<file path="config.mk">
export PLATFORM = sky130hd
export DESIGN_NAME = consumer_fsm
export DESIGN_NICKNAME = d
export VERILOG_FILES = /design/src/rtl/consumer_pkg.sv /design/src/rtl/lane_fifo.sv /design/src/rtl/consumer_fsm.sv
export SDC_FILE = /design/constraint.sdc
export NUM_CORES = 1
export LEC_CHECK = 0
export BUFFER_PORTS_ARGS = -buffer_cell sky130_fd_sc_hd__buf_2
export CAP_MARGIN = 20
export CORE_MARGIN = 4
export CORE_UTILIZATION = 40
export CTS_BUF_LIST = sky130_fd_sc_hd__clkbuf_2 sky130_fd_sc_hd__clkbuf_4 sky130_fd_sc_hd__clkbuf_8
export CTS_CLUSTER_DIAMETER = 30
export DETAILED_ROUTE_END_ITERATION = 16
export PLACE_DENSITY_LB_ADDON = 0.05
export REMOVE_ABC_BUFFERS = 1
export SLEW_MARGIN = 20
export SYNTH_ARGS = -nofsm -noshare
export SYNTH_HDL_FRONTEND = slang
export SYNTH_HIERARCHICAL = 1
export SYNTH_SLANG_ARGS = --single-unit
</file>
<file path="constraint.sdc">
create_clock -name clk -period 8.2 [get_ports clk]
set_input_delay 2.05 -clock clk [delete_from_list [all_inputs] [get_ports clk]]
set_output_delay 2.05 -clock clk [all_outputs]
set_load 0.01 [all_outputs]
</file>
<file path="src/rtl/consumer_pkg.sv">
// Shared types and constants for the two-lane consumer: lane checker states,
// lane parities and the sequence step.
package consumer_pkg;

    typedef enum logic {
        LANE_SYNC  = 1'b0,
        LANE_TRACK = 1'b1
    } lane_state_e;

    localparam logic        LANE1_PARITY = 1'b0;
    localparam logic        LANE2_PARITY = 1'b1;
    localparam int unsigned SEQ_STEP     = 2;
    localparam int unsigned NUM_LANES    = 2;

endpackage : consumer_pkg

</file>
<file path="src/rtl/lane_fifo.sv">
// Synchronous single-clock FIFO with occupancy count; pointers carry one extra
// wrap bit so full/empty come from an MSB compare.
module lane_fifo #(
    parameter int unsigned DATA_W = 32,
    parameter int unsigned DEPTH  = 8
) (
    input  logic                     clk,
    input  logic                     reset,
    input  logic                     push,
    input  logic [DATA_W-1:0]        wdata,
    input  logic                     pop,
    output logic [DATA_W-1:0]        rdata,
    output logic                     full,
    output logic                     empty,
    output logic [$clog2(DEPTH):0]   count
);

    localparam int unsigned AW = $clog2(DEPTH);

    logic [DATA_W-1:0] r_mem [DEPTH];
    logic [AW:0]       r_wptr;
    logic [AW:0]       r_rptr;
    logic              w_do_push;
    logic              w_do_pop;

    assign empty = (r_wptr == r_rptr);
    assign full  = (r_wptr[AW] != r_rptr[AW]) && (r_wptr[AW-1:0] == r_rptr[AW-1:0]);
    assign count = r_wptr - r_rptr;
    assign rdata = r_mem[r_rptr[AW-1:0]];

    // A pop in the same cycle frees the head slot, so a push on full is legal then.
    assign w_do_pop  = pop && !empty;
    assign w_do_push = push && (!full || w_do_pop);

    always_ff @(posedge clk) begin
        if (!reset) begin
            r_wptr <= '0;
            r_rptr <= '0;
        end else begin
            if (w_do_push) r_wptr <= r_wptr + (AW+1)'(1);
            if (w_do_pop)  r_rptr <= r_rptr + (AW+1)'(1);
        end
    end

    always_ff @(posedge clk) begin
        if (w_do_push) r_mem[r_wptr[AW-1:0]] <= wdata;
    end

endmodule : lane_fifo

</file>
<file path="src/rtl/consumer_fsm.sv">
// Two-lane pipeline sink: per-lane FIFO and sequence checker, round-robin merge
// onto one valid/ready stream, occupancy-driven stall back to the producer.
module consumer_fsm
    import consumer_pkg::*;
#(
    parameter int unsigned DATA_W     = 32,
    parameter int unsigned FIFO_DEPTH = 8,
    parameter int unsigned SKID       = 2,
    parameter int unsigned ERR_W      = 16
) (
    input  logic              clk,
    input  logic              reset,
    input  logic              valid_1,
    input  logic [DATA_W-1:0] data_1,
    input  logic              valid_2,
    input  logic [DATA_W-1:0] data_2,
    input  logic              flush_1,
    input  logic              flush_2,
    output logic              stall_1,
    output logic              stall_2,
    output logic              m_valid,
    output logic [DATA_W-1:0] m_data,
    output logic              m_lane,
    input  logic              m_ready,
    output logic [ERR_W-1:0]  err_count,
    output logic              err_flag,
    output logic              ovf_flag
);

    localparam int unsigned CNT_W    = $clog2(FIFO_DEPTH) + 1;
    localparam int unsigned STALL_TH = FIFO_DEPTH - SKID;
    localparam logic [NUM_LANES-1:0] LANE_PARITY = {LANE2_PARITY, LANE1_PARITY};

    logic [NUM_LANES-1:0] w_valid;
    logic [NUM_LANES-1:0] w_flush;
    logic [DATA_W-1:0]    w_data   [NUM_LANES];
    logic [DATA_W-1:0]    w_rdata  [NUM_LANES];
    logic [CNT_W-1:0]     w_count  [NUM_LANES];
    logic [NUM_LANES-1:0] w_full;
    logic [NUM_LANES-1:0] w_empty;
    logic [NUM_LANES-1:0] w_push;
    logic [NUM_LANES-1:0] w_pop;
    logic [NUM_LANES-1:0] w_drop;
    logic [NUM_LANES-1:0] w_err;
    logic [NUM_LANES-1:0] w_stall_nxt;
    logic                 w_load;
    logic                 w_grant_valid;
    logic                 w_grant_lane;
    logic [ERR_W:0]       w_err_sum;

    lane_state_e          r_st     [NUM_LANES];
    logic [DATA_W-1:0]    r_exp    [NUM_LANES];
    logic [NUM_LANES-1:0] r_stall;
    logic                 r_m_valid;
    logic [DATA_W-1:0]    r_m_data;
    logic                 r_m_lane;
    logic                 r_last;
    logic [ERR_W-1:0]     r_err_count;
    logic                 r_err_flag;
    logic                 r_ovf_flag;

    assign w_valid   = {valid_2, valid_1};
    assign w_flush   = {flush_2, flush_1};
    assign w_data[0] = data_1;
    assign w_data[1] = data_2;

    for (genvar g = 0; g < NUM_LANES; g++) begin : g_lane
        lane_fifo #(
            .DATA_W (DATA_W),
            .DEPTH  (FIFO_DEPTH)
        ) u_fifo (
            .clk   (clk),
            .reset (reset),
            .push  (w_push[g]),
            .wdata (w_data[g]),
            .pop   (w_pop[g]),
            .rdata (w_rdata[g]),
            .full  (w_full[g]),
            .empty (w_empty[g]),
            .count (w_count[g])
        );
    end

    // Output register reloads when empty or being consumed; ties alternate lanes.
    assign w_load        = !r_m_valid || m_ready;
    assign w_grant_valid = w_load && (w_empty != 2'b11);
    assign w_grant_lane  = (w_empty == 2'b00) ? !r_last : w_empty[0];

    always_comb begin
        w_pop   = '0;
        w_push  = '0;
        w_drop  = '0;
        w_err   = '0;
        w_stall_nxt = '0;
        if (w_grant_valid) w_pop[w_grant_lane] = 1'b1;
        for (int l = 0; l < NUM_LANES; l++) begin
            w_push[l] = w_valid[l] && (!w_full[l] || w_pop[l]);
            w_drop[l] = w_valid[l] && !w_push[l];
            // Flushing lanes skip the check; dropped words are still checked.
            if (w_valid[l] && !w_flush[l]) begin
                if (r_st[l] == LANE_SYNC) w_err[l] = (w_data[l][0] != LANE_PARITY[l]);
                else                      w_err[l] = (w_data[l] != r_exp[l]);
            end
            w_stall_nxt[l] = (32'(w_count[l]) + 32'(w_push[l]) - 32'(w_pop[l])) >= STALL_TH;
        end
        w_err_sum = {1'b0, r_err_count} + (ERR_W+1)'(w_err[0]) + (ERR_W+1)'(w_err[1]);
    end

    always_ff @(posedge clk) begin
        if (!reset) begin
            for (int l = 0; l < NUM_LANES; l++) begin
                r_st[l]  <= LANE_SYNC;
                r_exp[l] <= '0;
            end
            r_stall     <= '0;
            r_m_valid   <= 1'b0;
            r_m_data    <= '0;
            r_m_lane    <= 1'b0;
            r_last      <= 1'b1;
            r_err_count <= '0;
            r_err_flag  <= 1'b0;
            r_ovf_flag  <= 1'b0;
        end else begin
            for (int l = 0; l < NUM_LANES; l++) begin
                if (w_flush[l]) begin
                    r_st[l] <= LANE_SYNC;
                end else if (w_valid[l]) begin
                    r_st[l]  <= LANE_TRACK;
                    r_exp[l] <= w_data[l] + DATA_W'(SEQ_STEP);
                end
            end
            r_stall <= w_stall_nxt;
            if (w_load) begin
                r_m_valid <= w_grant_valid;
                if (w_grant_valid) begin
                    r_m_data <= w_rdata[w_grant_lane];
                    r_m_lane <= w_grant_lane;
                    r_last   <= w_grant_lane;
                end
            end
            r_err_count <= w_err_sum[ERR_W] ? '1 : w_err_sum[ERR_W-1:0];
            r_err_flag  <= r_err_flag | (|w_err);
            r_ovf_flag  <= r_ovf_flag | (|w_drop);
        end
    end

    assign stall_1   = r_stall[0];
    assign stall_2   = r_stall[1];
    assign m_valid   = r_m_valid;
    assign m_data    = r_m_data;
    assign m_lane    = r_m_lane;
    assign err_count = r_err_count;
    assign err_flag  = r_err_flag;
    assign ovf_flag  = r_ovf_flag;

endmodule : consumer_fsm

</file>
Word-level counts from Yosys, hierarchy flattened
Memories as Yosys holds them, arrays and structs flattened. A register that Yosys moved wholly into a read port is not among the register bits.
Cells that the tools add are included.
{"block": "totals", "register_bits": 71, "mem_bits_rw": 578, "in_bits": 71, "out_inout_bits": 54, "elab_cells": 128, "n_memories": 4}
{"block": "classes", "add_sub_neg": 14, "n_lt_le_gt_ge": 5, "eq_ne": 9, "n_mux": 41, "bitwise_logic": 10, "reduce_logical": 33}
{"name": "g_lane[0].u_fifo.r_mem", "words": 8, "word_bits": 32, "rd": 1, "rd_clocked_by_memory_dff": 1, "wr": 1, "line": "lane_fifo.sv:20", "source": "logic [DATA_W-1:0] r_mem [DEPTH];"}
{"name": "g_lane[1].u_fifo.r_mem", "words": 8, "word_bits": 32, "rd": 1, "rd_clocked_by_memory_dff": 1, "wr": 1, "line": "lane_fifo.sv:20"}
{"name": "r_exp", "words": 2, "word_bits": 32, "rd": 2, "rd_clocked_by_memory_dff": 0, "wr": 2, "line": "consumer_fsm.sv:52", "source": "logic [DATA_W-1:0] r_exp [NUM_LANES];"}
{"name": "r_st", "words": 2, "word_bits": 1, "rd": 2, "rd_clocked_by_memory_dff": 0, "wr": 2, "line": "consumer_fsm.sv:51", "source": "lane_state_e r_st [NUM_LANES];"}
{"operator": "$mux W32", "count": 5}
{"operator": "$add A32 B2 Y32 const B", "count": 2}
{"operator": "$ge A32 B3 Y1 const B", "count": 2}
{"operator": "$ne A32 B32 Y1", "count": 2}
{"operator": "$mux W1", "count": 29}
{"operator": "$add A16 B1 Y17", "count": 1}
{"operator": "$add A17 B1 Y17", "count": 1}
{"operator": "$add A4 B1 Y4 const B", "count": 4}
{"operator": "$mux W16", "count": 1}
{"operator": "$logic_and A1 B1 Y1", "count": 14}
{"operator": "$mux W3", "count": 4}
{"operator": "$sub A5 B1 Y6", "count": 2}
{"operator": "$add A4 B1 Y5", "count": 2}
{"operator": "$logic_not A1 Y1", "count": 10}
{"operator": "$eq A4 B4 Y1", "count": 2}
{"operator": "$or A1 B1 Y1", "count": 8}
{"operator": "$sub A4 B4 Y4", "count": 2}
{"operator": "$eq A3 B3 Y1", "count": 2}
{"operator": "$logic_or A1 B1 Y1", "count": 5}
{"operator": "$reduce_or A2 Y1", "count": 2}
{"operator": "$ge A2 B2 Y1 const B", "count": 1}
{"operator": "$logic_not A2 Y1", "count": 1}
{"operator": "$lt A1 B2 Y1 const B", "count": 1}
{"operator": "$mux W2", "count": 1}
{"operator": "7 further kinds", "count": 8}

Longest topological paths before layout
Gate-level depths: netlist of the first run.
{"block": "depth", "ltp_word": 14, "ltp_mapped": 19, "ltp_nobuf": 18}

Modules after synthesis
Netlist of the first run, hierarchy kept.
{"mod": "lane_fifo", "instances": 2, "cells_per_inst": 444, "area_per_inst_um2": 10420.0, "seq_area_each_um2": 7907.6}
{"mod": "consumer_fsm", "instances": 1, "cells_per_inst": 662, "area_per_inst_um2": 6585.1, "seq_area_each_um2": 3072.9}

Worst setup path after synthesis of the first run
Ideal clock, no wire load.
{"block": "synth_timing", "kind": "input to register", "start": "input port m_ready", "end": "memory g_lane[1].u_fifo.r_mem[3][0] (enable)", "setup_time_ps": 461, "arrival_time_ps": 5604, "required_time_ps": 7739, "path_slack_ps": 2135, "path_stages": 8, "path_buffers": 1, "cell_sequence": "nand2b_1 > nand3_1 > inv_2 > clkbuf_1 > o21ai_0 > inv_1 > nand3b_1 > nor3_1"}
{"block": "synth_between", "elab_chain_len": 8, "word_cells_on_any_way": 10, "cone_classes": "3 x mux; 7 x reduce/logical"}
{"element": "from (decl)", "line": "consumer_fsm.sv:24", "source": "input logic m_ready,"}
{"element": "$logic_or A1 B1 Y1", "line": "consumer_fsm.sv:85", "source": "assign w_load = !r_m_valid || m_ready;"}
{"element": "$logic_and A1 B1 Y1", "line": "consumer_fsm.sv:86", "source": "assign w_grant_valid = w_load && (w_empty != 2'b11);"}
{"element": "$mux W2", "line": "consumer_fsm.sv:95", "source": "if (w_grant_valid) w_pop[w_grant_lane] = 1'b1;"}
{"element": "net w_pop[1]", "line": "consumer_fsm.sv:42", "source": "logic [NUM_LANES-1:0] w_pop;"}
{"element": "$logic_or A1 B1 Y1", "line": "consumer_fsm.sv:97", "source": "w_push[l] = w_valid[l] && (!w_full[l] || w_pop[l]);"}
{"element": "$logic_and A1 B1 Y1", "line": "consumer_fsm.sv:97"}
{"element": "net w_push[1]", "line": "consumer_fsm.sv:41", "source": "logic [NUM_LANES-1:0] w_push;"}
{"element": "$logic_and A1 B1 Y1", "line": "lane_fifo.sv:33", "source": "assign w_do_push = push && (!full || w_do_pop);"}
{"element": "$mux W1", "line": "lane_fifo.sv:46", "source": "if (w_do_push) r_mem[r_wptr[AW-1:0]] <= wdata;"}
{"element": "$mux W1 (implied by the code)", "line": "lane_fifo.sv:46"}
{"element": "to (decl)", "line": "lane_fifo.sv:20"}
The timed path passes the listed nets, and every way through them passes these cells.

Worst setup path after layout of the first run
{"block": "layout_timing", "start": "register g_lane[0].u_fifo.r_wptr[0]", "end": "memory g_lane[1].u_fifo.r_mem[1][4] (enable)"}
{"block": "layout_between", "elab_chain_len": 13, "word_cells_on_any_way": 18, "cone_classes": "2 x order compare; 2 x eq/ne; 6 x mux; 8 x reduce/logical"}
{"element": "from (decl)", "line": "lane_fifo.sv:21", "source": "logic [AW:0] r_wptr;"}
{"element": "from (signal assigned)", "line": "lane_fifo.sv:40", "source": "if (w_do_push) r_wptr <= r_wptr + (AW+1)'(1);"}
{"element": "$eq A4 B4 Y1 *", "line": "lane_fifo.sv:26", "source": "assign empty = (r_wptr == r_rptr);"}
{"element": "net w_empty[0]", "line": "consumer_fsm.sv:40", "source": "logic [NUM_LANES-1:0] w_empty;"}
{"element": "$logic_not A2 Y1", "line": "consumer_fsm.sv:87", "source": "assign w_grant_lane = (w_empty == 2'b00) ? !r_last : w_empty[0];"}
{"element": "$mux W1", "line": "consumer_fsm.sv:87"}
{"element": "$lt A1 B2 Y1 (implied by the code) or $ge A1 B1 Y1 (tied branches)", "line": "consumer_fsm.sv:95"}
{"element": "$logic_and A1 B1 Y1 (implied by the code)", "line": "consumer_fsm.sv:95"}
{"element": "$mux W1 (implied by the code)", "line": "consumer_fsm.sv:95"}
{"element": "$demux W1 S1", "line": "consumer_fsm.sv:95"}
{"element": "$mux W2 *", "line": "consumer_fsm.sv:95"}
{"element": "$logic_or A1 B1 Y1 *", "line": "consumer_fsm.sv:97"}
{"element": "$logic_and A1 B1 Y1 *", "line": "consumer_fsm.sv:97"}
{"element": "net w_push[1]", "line": "consumer_fsm.sv:41"}
{"element": "$logic_and A1 B1 Y1 *", "line": "lane_fifo.sv:33"}
{"element": "$mux W1 *", "line": "lane_fifo.sv:46"}
{"element": "$mux W1 (implied by the code) *", "line": "lane_fifo.sv:46"}
The timed path passes the listed nets; every way through them passes the cells marked *.

==> reports/results.ini, run 1 <==
[run_status]
status=completed

[drt]
pre_antenna_drt_iters=5
drtIter0Drc=967
dr_total_vias=14700
drc=0
route.met3.wl_mm=3.33
routed-wl-met2_mm=32.7
dr.max_layer_used=met5
drt-wirelength-per-cell_um=24.0
vias_per_cell=5.30
route.layer.met1.wl_mm=29.1
detail_route.wirelength_mm=66.6
antenna_violating_nets_post_route=0

[clock_network]
postCtsSetupBuffers=0
cts-resized-gates=0
tritoncts.num_buffers=146
clk_transition_reported_paths_ps=50
h-tree-depth=4
clkLatencyLatePin_ps=750
tritoncts_clock_tree=yes
cts_root_buffer_type=clkbuf_8
numClockSinks=655
ctsHoldBuffers=0
clockBufferDepth=3

[worst_setup_path]
cell_with_the_largest_stage_delay_on_the_worst_path=nor2_4
worstPathArrival_ps=5200
critical_path.cell_chain=inv_1 -> ha_1 -> nand3_1 -> nor2_1 -> o21bai_1 -> nand3_1 -> inv_2 -> o21ai_0 -> inv_1 -> nand3b_1 -> nor2_4 -> buf_4
cp_max_fo=39
startpoint_type=register
endpoint_kind=register
longest_individual_stage_delay_on_the_worst_path_ps=610
cp_data_required_time_ps=8620
worstSetupPathType=register to register

[timing]
peak_clock_frequency_supported_by_timing_mhz=209
max-slew-margin-rel_pct=29.8
grt_setup_unrepaired=no
finalCritPeriodShare_pct=58.2
report.final.hold_viol_count=0
timing_max_transition_violations_final=0
timing.final.crit_period_ps=4770
fin_setup_tns_ps=0
fin_worst_skew_ps=21.2
worst_pin_slew_ps=1050
final-setup-viol-count=0

[final_layout]
final_cell_area_sq_um=32300
area_growth_from_synthesis_to_layout_pct=17.8
drive_above_1_share_pct=29.2
fin_cells=2778
nFillCells=5820
final_net_count=1891
finalCoreUtilization_pct=47.9

[logic_synthesis]
synth_simple_gate_area_share_pct=5.84
synth_warnings=6
largest_family_of_logic_cells_by_synthesized_area=multiplexers
synth_seq_cells=655
yosysSeqAreaShare_pct=68.9
synth_enable_flop_cells=577
distinct_cells_synth=54
yosys-top-cells-area=edfxtp_1 63%, mux4_1 7.7%, dfxtp_1 5.7%, mux4_2 3.9%, mux2_2 2.6%
synthesis.area_sq_um=27400
netlist.area_leader.share_pct=63.2
synth.avg_cell_area_sq_um=17.7
syn-instance-count=1550
synth_adder_area_share_pct=1.60
commonest_cells_post_synth=577 x edfxtp_1, 121 x nor2_1, 80 x mux4_1
ys.flop_type=edfxtp_1
synthMostInstantiatedCell=edfxtp_1
synth-async-reset-ratio_pct=0
synth_xor_xnor_area_share_pct=4.85
multiplexer_share_of_the_synthesized_area_pct=14.3
synth-compound-area-share_pct=2.72
synthDominantAreaCellType=edfxtp_1

[global_route]
grt_max_degree=65
grt-ovfl-total=0
grt_pass1_vias=15500
antenna_violations_before_repair=8
track_usage_pct=18.3
grt_pass1_wl_mm=99.4

[power_and_ir_drop]
static-leakage-power_nw=11.0
power.ir.vdd_worst_mv=0.144
power_density_nw_per_um2=295
fin_total_pwr_mw=9.53

[floorplanning]
design.die.area_sq_um=72800
initial_utilization_pct=40.6
boundaryPins=125
design.core.area_sq_um=67500
row_count=95
die_y_um=270
die_x_um=270

[place]
post-place-cells=2513
post-dp-hpwl_mm=39.8
placed_cell_area_sq_um=29100
numPortBuffers=124
place.gp.congestion=0.776

[flow_run]
cap_violations=0

[worst_hold_path]
timing.hold.worst.class=register to register

==> where the power goes <==
part           leakage [nW]  internal [mW]  total (mW)  switching [mW]
registers              5.95           3.84        4.01           0.166
clock network          1.61           2.38        3.86            1.48
logic                  3.41          0.747        1.66           0.915
==> area by class of cell <==
cell class	instances	area [sq um]	area share, %
Inverter	42	158	0.488
Multi-Input combinational cell	791	8150	25.2
Timing Repair Buffer	152	831	2.57
Clock buffer	185	2340	7.24
Antenna cell	5	12.5	0.0387
Clock inverter	75	826	2.56
Tap cell	873	1090	3.38
Sequential cell	655	18900	58.5
==> worst max-delay path, delay by kind of cell (launching register included) <==
| family | cells | cell delay (ps) |
|---|---|---|
| simple gates | 5 | 1750 |
| buf+inv | 4 | 1340 |
| flops | 1 | 510 |
| compound gates | 2 | 480 |
| fa+ha+maj | 1 | 330 |
==> kinds of logic after synthesis <==
kind of cell / after synthesis
mux: 194
fa+ha+maj: 32
compound gates: 96
simple gates: 319
xor+xnor: 150
flops: 655
buf+inv: 104
==> through the flow <==
stage,hold WS [ps],worst slack (ps)
after floorplan,439,1170
after global placement,450,2950
after detailed placement,455,2880
after CTS,464,3400
after global routing,490,3070
final,459,3430
==> routing by layer <==
layer  track usage (%)  up-vias
li1                  -     6694
met5                 0        -
met3              4.70      105
met2              30.1      311
met4              6.14        4
met1              23.9     7606
==> layout by cell type (no fill, tap or decap), types with 5 or more instances in the layout <==
cell type	synthesis	final
clkinvlp_4	0	17
a21oi_1	26	26
nand2_1	41	40
nand4_1	18	18
o21ai_0	11	11
bufinv_16	0	16
diode_2	0	5
fa_1	5	5
nor3_2	4	10
ha_1	27	27
edfxtp_1	577	577
xor2_1	79	79
mux4_1	80	80
and3_1	18	18
nor4_1	9	9
mux4_2	48	48
and2_1	10	10
a222oi_1	32	32
buf_4	0	28
dfxtp_1	78	72
inv_1	41	40
nor2_4	0	10
nor2_1	121	111
or3_1	7	7
nand3_1	50	50
mux2_2	64	64
clkbuf_4	0	33
clkinv_2	0	22
clkbuf_8	0	152
nand2b_1	7	7
clkinv_1	0	14
xnor2_1	69	69
buf_2	3	124
nor3_1	15	9
==> flip-flops by register name, summed over array words and instances, names as in the netlist, named ones only <==
| register | cells |
|---|---|
| r_stall | 2 |
| g_lane.u_fifo/r_rptr | 8 |
| ovf_flag | 1 |
| err_flag | 1 |
| m_data | 32 |
| r_st | 2 |
| g_lane.u_fifo/r_mem | 512 |
| m_valid | 1 |
| g_lane.u_fifo/r_wptr | 8 |
| r_exp | 64 |
| m_lane | 1 |
| r_last | 1 |
| err_count | 16 |
==> worst paths after layout <==
path	startpoint	to	slack, ps	depth (start not counted)
min	err_flag$_SDFF_PN0_	err_flag$_SDFF_PN0_	460	2
max	g_lane[0].u_fifo/r_wptr[0]$_SDFFE_PN0P_	g_lane[1].u_fifo/r_mem[1][4]$_DFFE_PP_	3430	12
min reg2reg	err_flag$_SDFF_PN0_	err_flag$_SDFF_PN0_	460	2
max reg2reg	g_lane[0].u_fifo/r_wptr[0]$_SDFFE_PN0P_	g_lane[1].u_fifo/r_mem[1][4]$_DFFE_PP_	3430	12
Power figures use the tool's default switching activity.
==> run 2, diff against run 1 <==
clock period = 3.8 ns   (was 8.2 ns; I/O delays follow)
==> reports/results.ini, run 2 (same netlist as run 1, synthesis figures left out) <==
[run_status]
status=completed

[final_layout]
nFillCells=5823
largest_reg_flops=512
commonest_cells_after_routing_fill_and_taps_aside=577 x edfxtp_1, 157 x clkbuf_8, 124 x buf_2
finalCoreUtilization_pct=49.5
seqCellArea_sq_um=18900
drive_above_1_share_pct=32.9
final_net_count=1986
final_cell_area_sq_um=33400
multi_input_comb_area_sq_um=8160
mostFrequentLayoutCell=edfxtp_1
area_growth_from_synthesis_to_layout_pct=21.8

[global_route]
grt-ovfl-total=0
grt_max_degree=45
grt_pass1_vias=16100
antenna_violations_before_repair=3
track_usage_pct=18.9
grt_pass1_wl_mm=103

[floorplanning]
boundaryPins=125
design.die.area_sq_um=72800
design.core.area_sq_um=67500
die_x_um=270
die_y_um=270
row_count=95
initial_utilization_pct=40.6

[timing]
timing.final.crit_period_ps=3540
final-setup-viol-count=0
worst_pin_slew_ps=1050
grt_setup_unrepaired=no
max-slew-margin-rel_pct=30.1
peak_clock_frequency_supported_by_timing_mhz=282
finalCritPeriodShare_pct=93.3
timing_max_transition_violations_final=0
report.final.hold_viol_count=0
fin_worst_skew_ps=30.1

[worst_setup_path]
critical_path.cell_chain=inv_1 -> ha_1 -> nand3_1 -> nor2_1 -> o21bai_1 -> nor2b_4 -> o21ai_0 -> inv_1 -> nand3b_1 -> nor2_4 -> buf_4
worst_r2r_startpoint=g_lane[1].u_fifo/r_rptr[2]$_SDFFE_PN0P_
endpoint_kind=register
longest_individual_stage_delay_on_the_worst_path_ps=890
cell_with_the_largest_stage_delay_on_the_worst_path=nor2_4
reg_to_reg_slack_setup_ps=260
startpoint_type=register
count_of_buffer_and_inverter_cells_on_the_critical_path=3
worstSetupPathType=register to register
worstPathArrival_ps=3980
rr_endpoint=g_lane[0].u_fifo/r_mem[2][1]$_DFFE_PP_
critical-path-top-delay-family=simple AND/OR/NAND/NOR gates
cp_max_fo=23
timing.critical_path.mode_cell=inv_1
r2r.worst_path.cells=11
cp_data_required_time_ps=4240

[clock_network]
tritoncts.num_buffers=152
clk_transition_reported_paths_ps=50
clockBufferDepth=3
tritoncts_clock_tree=yes
ctsHoldBuffers=0
cts_root_buffer_type=clkbuf_8
clkLatencyLatePin_ps=760
h-tree-depth=4
numClockSinks=655

[power_and_ir_drop]
power.ir.vdd_worst_mv=0.310
static-leakage-power_nw=11.6
power_density_nw_per_um2=638

[drt]
pre_antenna_drt_iters=8
dr_total_vias=15200
drt-wirelength-per-cell_um=23.9
drc=0
drtIter0Drc=960
antenna_violating_nets_post_route=0
detail_route.wirelength_mm=69.0
vias_per_cell=5.28

[worst_hold_path]
hold_path_depth=2
hold_start=flush_2
timing.hold.worst.class=primary input to register
timing.hold.worst_endpoint=r_st[1]$_DFF_P_

[flow_run]
cap_violations=0

[place]
post-dp-hpwl_mm=43.6
placed_cell_area_sq_um=30000
numPortBuffers=124
place.gp.congestion=0.755

## run 2: through the flow
step | TNS (ps) | instances | worst slack, ps | hold WS [ps] | total power, mW
2_1_floorplan | -658420 | 1488 | -2360 | 439 | 11.1
6_report | 0 | 2880 | 256 | 388 | 21.3
5_1_grt | 0 | 2880 | 5.85 | 318 | 22.3
3_3_place_gp | -1120 | 2601 | -94.4 | 459 | 12.6
3_5_place_dp | -1120 | 2601 | -118 | 458 | 12.6
4_1_cts | 0 | 2878 | 175 | 297 | 21.6
## run 2: worst max-delay path by stage
stage / startpoint / endpoint / slack [ps] / cells after the start
4_1_cts: g_lane[0].u_fifo/r_rptr[2]$_SDFFE_PN0P_ / g_lane[1].u_fifo/r_mem[2][19]$_DFFE_PP_ / 180 / 12
3_3_place_gp: data_2[29] / err_count[1]$_SDFF_PN0_ / -90 / 15
2_1_floorplan: g_lane[1].u_fifo/r_wptr[0]$_SDFFE_PN0P_ / g_lane[0].u_fifo/r_mem[3][0]$_DFFE_PP_ / -2360 / 10
5_1_grt: g_lane[1].u_fifo/r_rptr[2]$_SDFFE_PN0P_ / g_lane[0].u_fifo/r_mem[2][2]$_DFFE_PP_ / 6 / 11
6_report: g_lane[1].u_fifo/r_rptr[2]$_SDFFE_PN0P_ / g_lane[0].u_fifo/r_mem[2][1]$_DFFE_PP_ / 260 / 11
3_5_place_dp: data_2[29] / err_count[1]$_SDFF_PN0_ / -120 / 15
## run 2: final cells by class
| cell class | instances | area share (%) |
|---|---|---|
| Clock buffer | 179 | 6.97 |
| Antenna cell | 1 | 0.00749 |
| Tap cell | 873 | 3.27 |
| Timing Repair Buffer | 241 | 5.01 |
| Sequential cell | 655 | 56.6 |
| Multi-Input combinational cell | 791 | 24.4 |
| Inverter | 42 | 0.472 |
| Clock inverter | 98 | 3.25 |
## run 2: per-layer routing
layer / global-route usage (%) / part of all wire, % / vias to the layer above
li1: - / - / 6912
met1: 24.8 / 44 / 7834
met2: 31.5 / 49 / 350
met3: 4.03 / 4.6 / 109
met4: 6.71 / 2.5 / 0
met5: 0 / 0 / -
## run 2: worst reg2reg max path, stage by stage (launching register included)
cell and delay [ps]:
dfxtp_1 360, inv_1 60, ha_1 320, nand3_1 120, nor2_1 170, o21bai_1 140
nor2b_4 190, o21ai_0 130, inv_1 190, nand3b_1 290, nor2_4 890, buf_4 380
## run 2: what timing repair did
action / in CTS / in global routing
setup buffers: 0 / 1
endpoints found under the setup margin: 0 / 39
resized for setup: 0 / 1
## run 2: power by group
| part | switching [mW] | leakage, nW | internal [mW] | total [mW] |
|---|---|---|---|---|
| clock network | 3.37 | 1.73 | 5.49 | 8.86 |
| logic | 2.01 | 3.89 | 1.77 | 3.78 |
| registers | 0.375 | 5.95 | 8.29 | 8.67 |
| total | 5.75 | 11.6 | 15.6 | 21.3 |
